[src/rtl/uart_cmd_wrapper.sv]
// UART command wrapper: pairs received bytes into 16-bit commands (high byte first)
// with an inter-byte gap timeout, and forwards single-byte responses to the transmitter.
module uart_cmd_wrapper #(
    parameter int unsigned GAP_TIMEOUT = 50000,
    parameter int unsigned TMR_W       = 16
) (
    input  logic        clk,
    input  logic        rst,
    input  logic        rx_rdy_i,
    input  logic [7:0]  rx_data_i,
    output logic        clr_rx_rdy_o,
    output logic [15:0] cmd_o,
    output logic        cmd_rdy_o,
    input  logic        clr_cmd_rdy_i,
    input  logic [7:0]  resp_i,
    input  logic        snd_resp_i,
    output logic [7:0]  tx_data_o,
    output logic        trmt_o,
    input  logic        tx_done_i,
    output logic        resp_sent_o,
    output logic        resync_err_o
);

    typedef enum logic [1:0] {RX_IDLE, RX_HIGH, RX_FULL} rx_state_e;
    typedef enum logic       {TX_IDLE, TX_BUSY}          tx_state_e;

    localparam logic [TMR_W-1:0] GAP_LAST = TMR_W'(GAP_TIMEOUT - 1);

    rx_state_e        rx_state_q, rx_state_d;
    tx_state_e        tx_state_q, tx_state_d;
    logic [7:0]       high_q, high_d;
    logic [TMR_W-1:0] gap_cnt_q, gap_cnt_d;
    logic [15:0]      cmd_q, cmd_d;
    logic             cmd_rdy_q, cmd_rdy_d;
    logic             clr_rx_rdy_q, clr_rx_rdy_d;
    logic             resync_err_q, resync_err_d;
    logic [7:0]       tx_data_q, tx_data_d;
    logic             trmt_q, trmt_d;
    logic             resp_sent_q, resp_sent_d;
    logic             consume;

    always_ff @(posedge clk) begin
        if (rst) begin
            rx_state_q   <= RX_IDLE;
            tx_state_q   <= TX_IDLE;
            high_q       <= '0;
            gap_cnt_q    <= '0;
            cmd_q        <= '0;
            cmd_rdy_q    <= 1'b0;
            clr_rx_rdy_q <= 1'b0;
            resync_err_q <= 1'b0;
            tx_data_q    <= '0;
            trmt_q       <= 1'b0;
            resp_sent_q  <= 1'b0;
        end else begin
            // NOTE: state registers use non-blocking assignments so every flop samples pre-edge values.
            rx_state_q   <= rx_state_d;
            tx_state_q   <= tx_state_d;
            high_q       <= high_d;
            gap_cnt_q    <= gap_cnt_d;
            cmd_q        <= cmd_d;
            cmd_rdy_q    <= cmd_rdy_d;
            clr_rx_rdy_q <= clr_rx_rdy_d;
            resync_err_q <= resync_err_d;
            tx_data_q    <= tx_data_d;
            trmt_q       <= trmt_d;
            resp_sent_q  <= resp_sent_d;
        end
    end

    // The clr_rx_rdy_q term blocks a second take while the UART is still dropping rx_rdy.
    assign consume = rx_rdy_i && !clr_rx_rdy_q && (rx_state_q != RX_FULL);

    always_comb begin
        // NOTE: every next-state signal gets a default first so no path infers a latch.
        rx_state_d   = rx_state_q;
        high_d       = high_q;
        gap_cnt_d    = gap_cnt_q;
        cmd_d        = cmd_q;
        cmd_rdy_d    = cmd_rdy_q;
        clr_rx_rdy_d = consume;
        resync_err_d = 1'b0;
        case (rx_state_q)
            RX_IDLE: begin
                if (consume) begin
                    high_d     = rx_data_i;
                    gap_cnt_d  = '0;
                    rx_state_d = RX_HIGH;
                end
            end
            RX_HIGH: begin
                if (consume) begin
                    cmd_d      = {high_q, rx_data_i};
                    cmd_rdy_d  = 1'b1;
                    rx_state_d = RX_FULL;
                end else if (gap_cnt_q == GAP_LAST) begin
                    high_d       = '0;
                    resync_err_d = 1'b1;
                    rx_state_d   = RX_IDLE;
                end else begin
                    gap_cnt_d = gap_cnt_q + TMR_W'(1);
                end
            end
            RX_FULL: begin
                if (clr_cmd_rdy_i) begin
                    cmd_rdy_d  = 1'b0;
                    rx_state_d = RX_IDLE;
                end
            end
            default: rx_state_d = RX_IDLE;
        endcase
    end

    always_comb begin
        tx_state_d  = tx_state_q;
        tx_data_d   = tx_data_q;
        trmt_d      = 1'b0;
        resp_sent_d = 1'b0;
        case (tx_state_q)
            TX_IDLE: begin
                if (snd_resp_i) begin
                    tx_data_d  = resp_i;
                    trmt_d     = 1'b1;
                    tx_state_d = TX_BUSY;
                end
            end
            TX_BUSY: begin
                if (tx_done_i) begin
                    resp_sent_d = 1'b1;
                    tx_state_d  = TX_IDLE;
                end
            end
            default: tx_state_d = TX_IDLE;
        endcase
    end

    assign clr_rx_rdy_o = clr_rx_rdy_q;
    assign cmd_o        = cmd_q;
    assign cmd_rdy_o    = cmd_rdy_q;
    assign resync_err_o = resync_err_q;
    assign tx_data_o    = tx_data_q;
    assign trmt_o       = trmt_q;
    assign resp_sent_o  = resp_sent_q;

endmodule

[config.mk]
export PLATFORM = sky130hd
export DESIGN_NAME = uart_cmd_wrapper
export DESIGN_NICKNAME = d
export VERILOG_FILES = /design/src/rtl/uart_cmd_wrapper.sv
export SDC_FILE = /design/constraint.sdc
export NUM_CORES = 1
export LEC_CHECK = 0
export CORE_MARGIN = 8
export CORE_UTILIZATION = 45
export DETAILED_ROUTE_END_ITERATION = 6
export HOLD_SLACK_MARGIN = 0.06
export PLACE_DENSITY = 0.72
export RECOVER_POWER = 50
export SETUP_SLACK_MARGIN = 0.02
export SLEW_MARGIN = 20
export SYNTH_ARGS = -nofsm -noshare
export SYNTH_HDL_FRONTEND = slang
export SYNTH_SLANG_ARGS = --single-unit
[constraint.sdc]
create_clock -name clk -period 4.9 [get_ports clk]
set_input_delay 0.98 -clock clk [delete_from_list [all_inputs] [get_ports clk]]
set_output_delay 0.98 -clock clk [all_outputs]
set_load 0.01 [all_outputs]
# Word-level counts from Yosys, hierarchy flattened
# Cells that the tools add are included.
# totals
register_bits	56
in_bits	22
out_inout_bits	29
# classes
addsub	1
n_eq_ne	11
n_mux	21
bitwise_logic	2
reduce_logical	15
# ops
cell	count
2-to-1 mux 16 bit	3
case mux 16 bit (2 select lines)	1
2-to-1 mux 8 bit	3
adder 16 x 1 -> 16 bit, second input constant	1
equality test 16 bit, second input constant	1
case mux 8 bit (2 select lines)	1
!= test 2 bit, second input constant	7
2-to-1 mux 2 bit	4
AND reduction 4 bit	2
2-to-1 mux 1 bit	6
case mux 2 bit (3 select lines)	1
AND reduction 3 bit	2
case mux 1 bit (2 select lines)	2
AND reduction 2 bit	2
nonzero test 2 bit	2
OR reduction 2 bit	2
!= test 3 bit, second input constant	1
OR reduction 3 bit	1
equality test 2 x 1 -> 1 bit, second input constant	1
equality test 2 bit, second input constant	1
logical AND 1 bit	2
logical NOT 2 bit	1
inverter 1 bit	2
logical NOT 1 bit	1

# Depth between registers and ports, before layout
# depth
depth_word	5
ltp_mapped	7
ltp_nobuf	6

# Worst setup path after synthesis
# OpenSTA, ideal clock, no wires.
# synth_timing
path_kind	in2reg
startpoint	input rx_rdy_i
endpoint	register cmd_q[10] (netlist: cmd_o[10])
setup_time_ns	0.070
t_arrival_ns	1.955
t_required_ns	4.830
slack_ns	2.874
stages	6
cell_sequence	nand2b_1 -> clkbuf_1 -> nor2_1 -> clkbuf_1 -> nand2_1 -> a21oi_1
# synth_via
elab_chain_cells	3
# synth_rtl
item	line	rtl
from (decl)	9	input logic rx_rdy_i,
logical AND 1 bit (2 in series)	72	assign consume = rx_rdy_i && !clr_rx_rdy_q && (rx_state_q != RX_FULL);
AND reduction 2 bit (no line)	-	
to (signal assigned)	61	cmd_q <= cmd_d;
to (decl)	33	logic [15:0] cmd_q, cmd_d;
# No other way between the ends.
# A chain may end at the register's enable or synchronous reset.

==> results.sh <==
export IMPL_die_height_um=88.61
export IMPL_dr_pass1_iters=5
export IMPL_clock_path_buffers=2
export IMPL_path_buf_inv=2
export IMPL_cts_sink_count=56
export IMPL_gp_congestion=0.9144
export IMPL_crit_arrival_ns=3.09
export IMPL_hold_violations=0
export IMPL_core_area_sq_mm=0.005107
export IMPL_vias=2181
export IMPL_relSlewSlack_pct=27.79
export IMPL_maxCapViolCount=0
export IMPL_cts_hold_buf=0
export IMPL_start_util_pct=46.45
export IMPL_worst_pin_slew_ns=1.080
export IMPL_via_per_inst=5.333
export IMPL_syn_area_per_cell_sq_um=7.987
export IMPL_netlist_instances=297
export IMPL_dieArea_sq_mm=0.007851
export IMPL_crit_slowest_cell="dlygate4sd3_1"
export IMPL_hold_path_class="reg -> reg"
export IMPL_grt_use_total_pct=15.15
export IMPL_critPathTopFamily="buffers and inverters"
export IMPL_area_growth_pct=25.84
export IMPL_slew_violations=0
export IMPL_antenna_found_initial=0
export IMPL_grt_ovfl_total=0
export IMPL_num_fill_cells=469
export IMPL_final_antenna_net_count=0
export IMPL_diodes=0
export IMPL_synth_area_sq_mm=0.002372
export IMPL_clock_latency_ns=0.30
export IMPL_io_buffers=50
export IMPL_dpl_hpwl_um=4120
export IMPL_min_period_ns=2.935
export IMPL_place_area_sq_mm=0.002903
export IMPL_routed_wl_um=5705
export IMPL_grt_max_degree=29
export IMPL_final_core_util_pct=58.45
export IMPL_slowest_delay_ns=1.25
export IMPL_postCtsSetupBuffers=0
export IMPL_layout_drive_gt1_share_pct=4.130
export IMPL_clk_pin_slew_worst_paths_ns=0.09
export IMPL_dieWidth_um=88.61
export IMPL_crit_path_start_kind="input port"
export IMPL_grt_pass1_wl_um=9466
export IMPL_synth_seq_cells=56
export IMPL_path_class="in -> reg"
export IMPL_synth_net_count=320
export IMPL_first_global_vias=2017
export IMPL_finalSetupViolations=0
export IMPL_tns_ns=0
export IMPL_dr_first_iter_drc_count=197
export IMPL_vdd_ir_drop_worst_mv=0.1792
export IMPL_cts_root_buf="clkbuf_8"
export IMPL_endpoint_kind="flop"
export IMPL_multi_input_area_sq_mm=0.001180
export IMPL_worstPathMaxFanout=28
export IMPL_fin_skew_ns=0.004076
export IMPL_nets=362
export IMPL_num_io_pins=51
export IMPL_required_ns=5.06
export IMPL_synth_flop_cell="dfxtp_1"
export IMPL_cp_cell_sequence="dlygate4sd3_1, inv_1, nand2_1, a41oi_1, o21ai_0, o41ai_1"
export IMPL_drcViolationCount=0
export IMPL_htreeDepth=2
export IMPL_pwr_density_cell_mw_per_mm2=273.8
export IMPL_cts_tree="built"
export IMPL_yosysWarningCount=0
export IMPL_numCtsBuffers=5
export IMPL_synth_cell_types=41
export IMPL_synth_edf_count=0
export IMPL_status="finished clean"
export IMPL_rsz0062_at_grt="false"
export IMPL_wl_per_cell_um=13.95
export IMPL_cts_resized=0
export IMPL_period_share_pct=59.90
export IMPL_register_area_sq_mm=0.001121
export IMPL_p_leak_nw=1.138
export IMPL_fmax_mhz=340.7
export IMPL_fin_area_sq_mm=0.002985
export IMPL_seq_area_frac_synth_pct=47.26
export IMPL_rows=26
export IMPL_async_flop_share_pct=0
-- cells in the final DEF (no fill, tap or decap), types with 4 or more instances in the layout --
cell              n
nand2_1          71
nor2b_1           5
a21oi_1          44
nor3_1            7
dfxtp_1          56
clkdlybuf4s50_1  19
and4_1            4
dlygate4sd3_1    31
nand3_1           8
a31oi_1           4
nand2b_1          4
nand4_1           6
nor2_1           18
clkbuf_8          5
o21ai_0          17
-- kinds of logic after synthesis --
logic type / synth area share (%)
flops: 47.26
simple gates: 28.06
compound gates: 19.88
xor+xnor: 0.3693
fa+ha+maj: 0.5273
mux: 0.4220
buf+inv: 3.481
-- routing by layer --
| layer | share of wire (%) | routed length [um] | up-vias | GRT usage, % |
|---|---|---|---|---|
| met4 | 0.93 | 53 | 0 | 4.147 |
| met2 | 43 | 2464 | 64 | 22.74 |
| met1 | 47 | 2683 | 982 | 19.51 |
| met5 | 0 | 0 | - | 0 |
| li1 | - | - | 1130 | - |
| met3 | 8.8 | 503 | 5 | 6.035 |
-- where the power goes --
part           switching [mW]  internal (mW)
logic                  0.0541         0.0453
registers              0.0122          0.471
clock network           0.137         0.0976
-- state kept, by name, indices dropped and copies added (netlist names) --
| signal | cells |
|---|---|
| gap_cnt_q | 16 |
| trmt_o | 1 |
| resp_sent_o | 1 |
| cmd_o | 16 |
| cmd_rdy_o | 1 |
| resync_err_o | 1 |
| rx_state_q | 2 |
| tx_state_q | 1 |
| clr_rx_rdy_o | 1 |
| high_q | 8 |
| tx_data_o | 8 |
-- worst min-delay path, stage by stage, from the launching register on --
cell and delay (ns):
dfxtp_1 0.32, nand2_1 0.05, a21oi_1 0.05
-- cell usage after synthesis, types with 2 or more instances --
library cell | n | area share, %
nor2_1 | 18 | 2.8
nor2b_1 | 5 | 1.3
nor3_1 | 7 | 1.5
clkbuf_1 | 12 | 1.9
a21oi_2 | 2 | 0.74
nor4b_2 | 2 | 1.3
a31oi_1 | 4 | 1.1
buf_2 | 3 | 0.63
nand2_1 | 71 | 11
o41ai_1 | 3 | 1.1
and3_1 | 3 | 0.79
nand2b_1 | 4 | 1.1
nand3_1 | 8 | 1.7
nor4b_1 | 2 | 0.74
o21a_1 | 2 | 0.63
and4_1 | 4 | 1.5
nand4_1 | 6 | 1.6
inv_1 | 3 | 0.47
a211oi_1 | 2 | 0.63
o21ai_0 | 17 | 3.6
dfxtp_1 | 56 | 47
and2_1 | 2 | 0.53
a21oi_1 | 43 | 9.1
-- per-stage QoR --
stage	total power [mW]	worst slack, ns	hold slack, ns	instances
5_1_grt	0.8589	1.834	0.4693	409
3_5_place_dp	0.5969	1.738	0.4439	402
4_1_cts	0.8310	2.049	0.4573	409
3_3_place_gp	0.5959	1.763	0.4389	402
2_1_floorplan	0.5458	2.874	0.4267	297
6_report	0.8173	1.965	0.4534	409
-- path summary, 6_finish.rpt --
path | start | endpoint | slack, ns | cells past startpoint
worst max register to register | rx_state_q[0]$_SDFFE_PP0P_ | cmd_o[0]$_SDFFE_PP0P_ | 2.81 | 4
worst min-delay path | high_q[6]$_SDFFE_PP0P_ | cmd_o[14]$_SDFFE_PP0P_ | 0.45 | 2
worst min register to register | high_q[6]$_SDFFE_PP0P_ | cmd_o[14]$_SDFFE_PP0P_ | 0.45 | 2
worst max-delay path | rst | gap_cnt_q[15]$_SDFFE_PP0P_ | 1.96 | 6
-- area by class of cell --
| type | instances | area share (%) |
|---|---|---|
| multi-input combinational | 222 | 39.52 |
| sequential | 56 | 37.55 |
| timing repair buffer | 51 | 17.02 |
| tap | 70 | 2.934 |
| clock buffer | 6 | 2.431 |
| inverter | 3 | 0.3772 |
| clock inverter | 1 | 0.1676 |
(Power assumes the default switching activity.)
